## src/rtl/mem_arb_pkg.sv

```systemverilog
`default_nettype none
// +----------------------------------------------------------------------------+
// | Package : mem_arb_pkg                                                      |
// | Shared state encoding and op/address constants for the RAM1 arbiter.       |
// | Revision: 1.0                                                              |
// +----------------------------------------------------------------------------+
package mem_arb_pkg;

  typedef enum logic [1:0] {
    ST_IDLE  = 2'd0,
    ST_FETCH = 2'd1,
    ST_DATA  = 2'd2
  } arb_state_t;

  localparam logic [1:0]  OP_NONE   = 2'b00;
  localparam logic [1:0]  OP_RD     = 2'b01;
  localparam logic [1:0]  OP_WR     = 2'b01;
  localparam logic [15:0] UART_DATA = 16'hBF00;
  localparam logic [15:0] UART_STAT = 16'hBF01;

  // Both 01 and 10 name a real access; 11 is illegal.
  function automatic logic op_active(input logic [1:0] op);
    return (op == 2'b01) || (op == 2'b10);
  endfunction

endpackage
`default_nettype wire

```

## src/rtl/mem_arb_run_ctr.sv

```systemverilog
`default_nettype none
// +----------------------------------------------------------------------------+
// | Module  : mem_arb_run_ctr                                                  |
// | Saturating count of consecutive MEM wins over a waiting IF; forces IF in.  |
// | Revision: 1.0                                                              |
// +----------------------------------------------------------------------------+
module mem_arb_run_ctr #(
  parameter int MAX_RUN = 3
) (
  input  logic CLK,
  input  logic RST,
  input  logic if_req,
  input  logic if_grant,
  input  logic mem_grant,
  output logic force_if
);

  localparam logic [1:0] c_max_run = 2'(MAX_RUN);

  logic [1:0] r_count;

  always_ff @(posedge CLK) begin
    if (!RST) begin
      r_count <= 2'd0;
    end else if (if_grant || !if_req) begin
      r_count <= 2'd0;
    end else if (mem_grant && (r_count < c_max_run)) begin
      r_count <= r_count + 2'd1;
    end
  end

  // Only meaningful when IF is actually contending this cycle.
  assign force_if = if_req && (r_count >= c_max_run);

endmodule
`default_nettype wire

```

## src/rtl/ram1_access_arbiter.sv

```systemverilog
`default_nettype none
// +----------------------------------------------------------------------------+
// | Module  : ram1_access_arbiter                                              |
// | Shares the RAM1 controller between IF and MEM; MEM wins ties. Define       |
// | ARB_FAIR_EN to bound consecutive MEM wins to MAX_RUN while IF waits.       |
// | Revision: 1.0                                                              |
// +----------------------------------------------------------------------------+
module ram1_access_arbiter
  import mem_arb_pkg::*;
#(
  parameter int AW      = 16,
  parameter int DW      = 16,
  parameter int MAX_RUN = 3
) (
  input  logic          CLK,
  input  logic          RST,
  input  logic          if_req,
  input  logic [AW-1:0] if_addr,
  output logic [DW-1:0] if_instr,
  output logic          if_stall,
  input  logic [1:0]    mem_read,
  input  logic [1:0]    mem_write,
  input  logic [AW-1:0] mem_addr,
  input  logic [DW-1:0] mem_wdata,
  output logic [DW-1:0] mem_rdata,
  output logic          mem_stall,
  output logic [AW-1:0] ctl_addr,
  output logic [DW-1:0] ctl_wdata,
  output logic [1:0]    ctl_read,
  output logic [1:0]    ctl_write,
  input  logic [DW-1:0] ctl_rdata,
  output logic [1:0]    arb_state,
  output logic          proto_err
);

  logic          w_mem_valid;
  logic          w_mem_illegal;
  logic          w_force_if;
  logic          w_mem_grant;
  logic          w_if_grant;
  arb_state_t    r_state;
  logic [DW-1:0] r_if_instr;
  logic          r_proto_err;

  assign w_mem_valid   = (op_active(mem_read)  && (mem_write == OP_NONE)) ||
                         (op_active(mem_write) && (mem_read  == OP_NONE));
  assign w_mem_illegal = ((mem_read | mem_write) != OP_NONE) && !w_mem_valid;

`ifdef ARB_FAIR_EN
  mem_arb_run_ctr #(
    .MAX_RUN (MAX_RUN)
  ) u_run_ctr (
    .CLK       (CLK),
    .RST       (RST),
    .if_req    (if_req),
    .if_grant  (w_if_grant),
    .mem_grant (w_mem_grant),
    .force_if  (w_force_if)
  );
  assign mem_stall = RST && w_mem_valid && !w_mem_grant;
`else
  logic w_unused_max_run;
  assign w_unused_max_run = (MAX_RUN == 0);
  assign w_force_if       = 1'b0;
  assign mem_stall        = 1'b0;
`endif

  // Grants are decided from this cycle's requests so the access finishes in-cycle.
  assign w_mem_grant = RST && w_mem_valid && !w_force_if;
  assign w_if_grant  = RST && if_req && !w_mem_grant;

  always_comb begin
    ctl_addr  = '0;
    ctl_wdata = '0;
    ctl_read  = OP_NONE;
    ctl_write = OP_NONE;
    if (w_mem_grant) begin
      ctl_addr  = mem_addr;
      ctl_wdata = mem_wdata;
      ctl_read  = mem_read;
      ctl_write = mem_write;
    end else if (w_if_grant) begin
      ctl_addr  = if_addr;
      ctl_read  = OP_RD;
    end
  end

  assign mem_rdata = w_mem_grant ? ctl_rdata : '0;
  assign if_instr  = w_if_grant  ? ctl_rdata : r_if_instr;
  assign if_stall  = RST && if_req && !w_if_grant;
  assign arb_state = r_state;
  assign proto_err = r_proto_err;

  always_ff @(posedge CLK) begin
    if (!RST) begin
      r_state     <= ST_IDLE;
      r_if_instr  <= '0;
      r_proto_err <= 1'b0;
    end else begin
      if (w_mem_grant) begin
        r_state <= ST_DATA;
      end else if (w_if_grant) begin
        r_state <= ST_FETCH;
      end else begin
        r_state <= ST_IDLE;
      end
      if (w_if_grant) begin
        r_if_instr <= ctl_rdata;
      end
      if (w_mem_illegal) begin
        r_proto_err <= 1'b1;
      end
    end
  end

endmodule
`default_nettype wire
```

## config.mk

```make
export PLATFORM = sky130hd
export DESIGN_NAME = ram1_access_arbiter
export DESIGN_NICKNAME = d
export VERILOG_FILES = /design/src/rtl/mem_arb_pkg.sv /design/src/rtl/mem_arb_run_ctr.sv /design/src/rtl/ram1_access_arbiter.sv
export SDC_FILE = /design/constraint.sdc
export NUM_CORES = 1
export LEC_CHECK = 0
export BUFFER_PORTS_ARGS = -buffer_cell sky130_fd_sc_hd__buf_2
export CORE_MARGIN = 1.5
export CORE_UTILIZATION = 37
export DETAILED_ROUTE_END_ITERATION = 6
export PLACE_DENSITY = 0.85
export SETUP_SLACK_MARGIN = 0.2
export SYNTH_ARGS = -nofsm -noshare
export SYNTH_HDL_FRONTEND = slang
export SYNTH_SLANG_ARGS = --single-unit
```

## constraint.sdc

```tcl
create_clock -name CLK -period 3.57 [get_ports CLK]
set_input_delay 0.714 -clock CLK [delete_from_list [all_inputs] [get_ports CLK]]
set_output_delay 0.714 -clock CLK [all_outputs]
set_load 0.01 [all_outputs]
```

==> results of run 1 <==
==> cells by family after synthesis <==
logic type / after synthesis / synth area share, %
fa+ha+maj: 2 / 1.88
flops: 19 / 28.6
simple gates: 73 / 30.3
other cells: 1 / 0.282
buf+inv: 39 / 14.9
compound gates: 51 / 24.1
==> power groups by stage <==
stage | sequential [mW] | combinational (mW) | clock, mW
after detailed placement | 0.241 | 0.199 | 0
after CTS | 0.236 | 0.200 | 0.110
final | 0.236 | 0.198 | 0.106
after floorplan | 0.240 | 0.112 | 0
after global routing | 0.238 | 0.222 | 0.117
after global placement | 0.240 | 0.197 | 0
==> final cells by class <==
cell class                 count  area, sq um  area share, %
multi-input combinational    127          759           37.5
clock inverter                 1         5.00          0.247
tap                           46         57.6           2.84
inverter                      20         75.1           3.71
timing repair buffer         144          726           35.8
sequential                    19          380           18.8
clock buffer                   3         22.5           1.11
==> what timing repair did <==
action | in CTS | in global routing
setup buffers | 0 | 0
hold endpoints to repair | 0 | 0
gates resized for setup | 0 | 1
hold buffers | 0 | 0
setup endpoints to repair | 0 | 32
==> state kept, by name (all words and copies together) (netlist names) <==
name,count
r_if_instr,16
proto_err,1
arb_state,2
==> critical path, delay by kind of cell <==
kind,cells,cell delay (ps)
adder cells (fa/ha/maj),1,280
AO/OA/AOI/OAI,2,660
AND/OR/NAND/NOR,1,510
buffers and inverters,3,260
==> per-stage QoR <==
stage / instance area, sq um / hold slack, ps / setup slack [ps]
final: 2030 / 479 / 426
after global routing: 2030 / 491 / 269
after CTS: 2020 / 474 / 297
after detailed placement: 1990 / 456 / 295
after global placement: 1990 / 446 / 370
after floorplan: 1330 / 437 / 870
==> routing by layer <==
| metal | global-route usage, % | vias up |
|---|---|---|
| met2 | 36.2 | 69 |
| li1 | - | 865 |
| met5 | 0 | - |
| met4 | 8.06 | 0 |
| met3 | 3.24 | 2 |
| met1 | 20.9 | 724 |
==> how the worst max path moves through the flow <==
stage,startpoint,to,depth (start not counted)
after global routing,mem_read[0],ctl_addr[5],7
after detailed placement,mem_read[0],ctl_addr[5],8
final,mem_read[0],ctl_addr[5],7
after CTS,mem_read[1],ctl_addr[5],8
after floorplan,mem_read[0],ctl_addr[10],8
after global placement,mem_read[1],ctl_addr[5],8
==> layout by cell type (no fill, tap or decap) <==
cell type / count
a21o_1: 1
a21oi_1: 1
a22o_1: 16
a22oi_1: 1
and2_1: 35
and2_4: 2
buf_2: 142
buf_4: 2
clkbuf_4: 3
clkinv_2: 1
conb_1: 1
dfxtp_1: 19
ha_1: 2
inv_1: 20
nand2_1: 16
nand3_1: 16
nor2b_1: 2
nor2b_4: 1
o21ai_0: 30
o21ai_1: 2
or4_1: 1
==> impl_metrics.tcl, run 1 <==
set metrics [dict create \
    mappedNetlistArea_sq_um 1330 \
    layout.cells.non_filler 360 \
    cp-start-kind "input port" \
    ys_seq_elements 19 \
    synth-seq-area-share_pct 28.6 \
    syn2layout_area_growth_pct 52.3 \
    die_w_microns 63.0 \
    clock_skew_ps 0 \
    cts-root-buf "clkbuf_4" \
    drt-pass1-iter-count 6 \
    synth-async-reset-ratio_pct 0 \
    yosysMostFrequentCell "and2_1" \
    antenna_found_initial 0 \
    reg2reg_to "r_if_instr[1]" \
    rsz0062_at_grt "false" \
    grt_pass1_vias 1501 \
    maxUsedRoutingLayer "met4" \
    p_clk_share_pct 19.6 \
    fillers 320 \
    ir_worst_vdd_mv 0.194 \
    crit_required_ps 2860 \
    dr_wl_met3_microns 299 \
    combPwrFrac_pct 36.7 \
    synth_nets 258 \
    wl_per_cell_microns 10.9 \
    dpl.hpwl_mm 3.10 \
    netSwitchingFraction_pct 32.5 \
    clk_pin_slew_ps 110 \
    grt_max_degree 51 \
    intPower_mw 0.365 \
    finalMaxSlewViolations 0 \
    grt_pass1_wl_mm 6.36 \
    cp.arrival_ps 2430 \
    path_max_fanout 50 \
    final_nets 388 \
    netlist-cell-type-count 20 \
    clock_path_buffers 2 \
    synth-main-ff-cell "dfxtp_1" \
    drv_cap 0 \
    hold_path_startpoint "r_if_instr[12]" \
    synth_area_leaders "dfxtp_1 (29%), and2_1 (16%), o21ai_0 (11%)" \
    setup_viol 0 \
    yosys_warnings 0 \
    wl_mm 3.91 \
    dieArea_sq_um 3960 \
    p_seq_share_pct 43.7 \
    clk_latency_ps 280 \
    grt_overflow 0 \
    io_pins 144 \
    yosysTopAreaCell "dfxtp_1" \
    cts_sinks 19 \
    htreeDepth 1 \
    min_period_over_period_pct 88.1 \
    vias 1660 \
    r2r_cells 2 \
    via_per_inst 4.61 \
    synth_common_cells "and2_1 (35), o21ai_0 (30), inv_1 (20), dfxtp_1 (19)" \
    drive_gt1_share_pct 48.1 \
    cts_tree "yes" \
    slowest_stage "and2_4" \
    wl_met2_mm 2.07 \
    hp-class "reg2reg" \
    grt_usage_pct 19.2 \
    powerDensity_nw_per_um2 267 \
    hold_end "r_if_instr[12]" \
    cp_cell_sequence "buf_2 > inv_1 > ha_1 > a22oi_1 > and2_4 > a22o_1 > buf_2" \
    coreArea_sq_um 3390 \
    power_switching_mw 0.175 \
    worst_setup_path_end_kind "output port" \
    numCtsBuffers 3 \
    first_iter_violations 43 \
    status "finished, final reports clean" \
    clock.fmax_ghz 0.318 \
    diodes 0 \
    initial_core_util_pct 39.2 \
    syn-mean-instance-area_sq_um 7.19 \
    placed_cells 356 \
    syn-instance-count 185 \
    p_leak_nw 1.18 \
    ant_nets 0 \
    min_path_cells 2 \
    gp_congestion 0.753 \
    met1Wirelength_mm 1.53 \
    layout_min_cycle_time_ps 3140 \
    worstSetupPathType "in2out" \
    synth_top_area_share_pct 28.6 \
    crit_top_cell "buf_2" \
    die_y_microns 63.0 \
    io_buffers 142 \
    final_core_util_pct 59.8 \
    synth_edf_count 0 \
    finalHoldViolCount 0 \
    power.total_mw 0.540 \
    max_stage_delay_ps 510 \
    drc 0 \
    r2r_start "r_if_instr[1]" \
    reg2reg_setup_slack_ps 2930 \
    tns_ps 0 \
    rows 21 \
]
Note: power is estimated with default switching activity, not from simulation.
==> run 2: changes to the inputs <==
--- a/config.mk
+++ b/config.mk
@@ -7,9 +7,9 @@
 export LEC_CHECK = 0
 export BUFFER_PORTS_ARGS = -buffer_cell sky130_fd_sc_hd__buf_2
 export CORE_MARGIN = 1.5
-export CORE_UTILIZATION = 37
+export CORE_UTILIZATION = 31
 export DETAILED_ROUTE_END_ITERATION = 6
-export PLACE_DENSITY = 0.85
+export PLACE_DENSITY = 0.76
 export SETUP_SLACK_MARGIN = 0.2
 export SYNTH_ARGS = -nofsm -noshare
 export SYNTH_HDL_FRONTEND = slang
==> constraint.sdc (replaced) <==
create_clock -name CLK -period 2.65 [get_ports CLK]
set_input_delay 0.53 -clock CLK [delete_from_list [all_inputs] [get_ports CLK]]
set_output_delay 0.53 -clock CLK [all_outputs]
set_load 0.01 [all_outputs]
==> run 2 against run 1 <==
Compared with the run above:
- first-iteration DRC count rose by 26%
- sequential share of layout area fell by 2.3 points
- routed wire length rose by 16%
- largest power group is now combinational cells
- total power rose by 57%
- non-clock buffer count rose by 14
- critical path type unchanged
- via count rose by 2.0%
- count of clock-buffer cells in the layout did not move
- setup slack got worse by 200 ps
==> impl_metrics.tcl, run 2 (same netlist as run 1, synthesis figures left out) <==
set metrics [dict create \
    first_iter_violations 54 \
    wl_mm 4.55 \
    rows 23 \
    numCtsBuffers 3 \
    hp-class "reg2reg" \
    crit_required_ps 2120 \
    drv_cap 0 \
    max_flop_register "r_if_instr" \
    status "finished, final reports clean" \
    drc 0 \
    final_core_util_pct 56.8 \
    rsz0062_at_grt "true" \
    min_period_over_period_pct 91.7 \
    coreArea_sq_um 4060 \
    ir_worst_vdd_mv 0.279 \
    path_max_fanout 6 \
    io_buffers 142 \
    cts-root-buf "clkbuf_8" \
    syn2layout_area_growth_pct 73.3 \
    grt_max_degree 27 \
    clk_pin_slew_ps 80 \
    largest_reg_flops 16 \
    r2r_start "r_if_instr[8]" \
    vias 1693 \
    gp_congestion 0.762 \
    setup_viol 0 \
    cts_sinks 19 \
    wl_per_cell_microns 12.0 \
    grt_overflow 0 \
    grt_pass1_vias 1425 \
    grt_usage_pct 16.6 \
    tns_ps 0 \
    io_pins 144 \
    antenna_found_initial 0 \
    clock_skew_ps 0 \
    initial_core_util_pct 32.8 \
    ant_nets 0 \
    diodes 0 \
    die_y_microns 68.5 \
    drt-pass1-iter-count 5 \
    r2r_cells 2 \
    die_w_microns 68.5 \
    crit_end "ctl_addr[13]" \
    cts_tree "yes" \
    powerDensity_nw_per_um2 368 \
    finalHoldViolCount 0 \
    mostFrequentLayoutCells "buf_2 (138), and2_1 (35), o21ai_0 (28), dfxtp_1 (19)" \
    clk_latency_ps 250 \
    crit_start "mem_read[1]" \
    layout_min_cycle_time_ps 2430 \
    htreeDepth 1 \
    clock.fmax_ghz 0.412 \
    dpl.hpwl_mm 3.31 \
    via_per_inst 4.48 \
    worstSetupPathType "in2out" \
    final_common_cell "buf_2" \
    reg2reg_setup_slack_ps 2000 \
    holdBufCountCts 0 \
    cp.arrival_ps 1900 \
    finalMaxSlewViolations 0 \
    p_leak_nw 1.29 \
    drive_gt1_share_pct 52.4 \
    reg2reg_to "r_if_instr[8]" \
    final_nets 402 \
    dieArea_sq_um 4690 \
    clock_path_buffers 2 \
    grt_pass1_wl_mm 6.03 \
    worst_setup_path_end_kind "output port" \
    cp-start-kind "input port" \
]
==> run 2: cell count changes in the layout (fill, tap and decap cells not counted), moves of 3 or more <==
cell,previous run,this run
buf_4,2,7
inv_1,20,16
buf_2,142,138
clkbuf_8,0,3
buf_6,0,8
clkbuf_4,3,0
==> run 2: worst min-delay path by stage <==
stage,slack [ps],cells past startpoint,end,from
5_1_grt,490,2,r_if_instr[15],r_if_instr[15]
2_1_floorplan,440,2,r_if_instr[12],r_if_instr[12]
3_5_place_dp,460,2,r_if_instr[13],r_if_instr[13]
3_3_place_gp,440,2,r_if_instr[13],r_if_instr[13]
6_report,470,2,r_if_instr[9],r_if_instr[9]
4_1_cts,470,2,r_if_instr[9],r_if_instr[9]
==> run 2: power breakdown <==
part           leakage (nW)  switching (mW)  total (mW)  internal [mW]
clock                0.0255          0.0988       0.203          0.104
combinational          1.11           0.157       0.327          0.170
sequential            0.157          0.0107       0.318          0.308
==> run 2: final cells by class <==
class	instances	area, sq um
Fill cell	388	1750
Timing Repair Buffer	158	946
Multi-Input combinational cell	127	790
Sequential cell	19	380
Inverter	20	80.1
Tap cell	50	62.6
Clock buffer	3	41.3
Clock inverter	1	5.00
==> run 2: critical path, stage by stage <==
cell and delay, ps:
buf_8 100, inv_4 50, ha_4 190, a22oi_2 190, buf_4 160, and2_4 250
clkbuf_16 170, a22o_1 120, buf_2 120
==> run 2: what timing repair did <==
action,in CTS,in global routing
gates cloned,1,3
resized for setup,3,20
pin swaps,1,12
setup endpoints to repair,64,63
buffers inserted,3,1
==> run 2: per-stage QoR <==
stage	total power [mW]	instances	setup slack, ps	hold slack (ps)	area [sq um]
5_1_grt	0.903	378	158	492	2300
3_3_place_gp	0.603	366	117	444	2060
6_report	0.848	378	221	471	2300
3_5_place_dp	0.609	366	82.0	457	2060
4_1_cts	0.822	374	174	471	2160
2_1_floorplan	0.475	185	318	437	1330
==> run 2: per-layer routing <==
layer	vias up	track usage [%]	share of wire, %
met3	2	2.44	8.9
met1	721	18.3	38
met4	0	3.50	0.31
met5	-	0	0
li1	893	-	-
met2	77	33.1	53
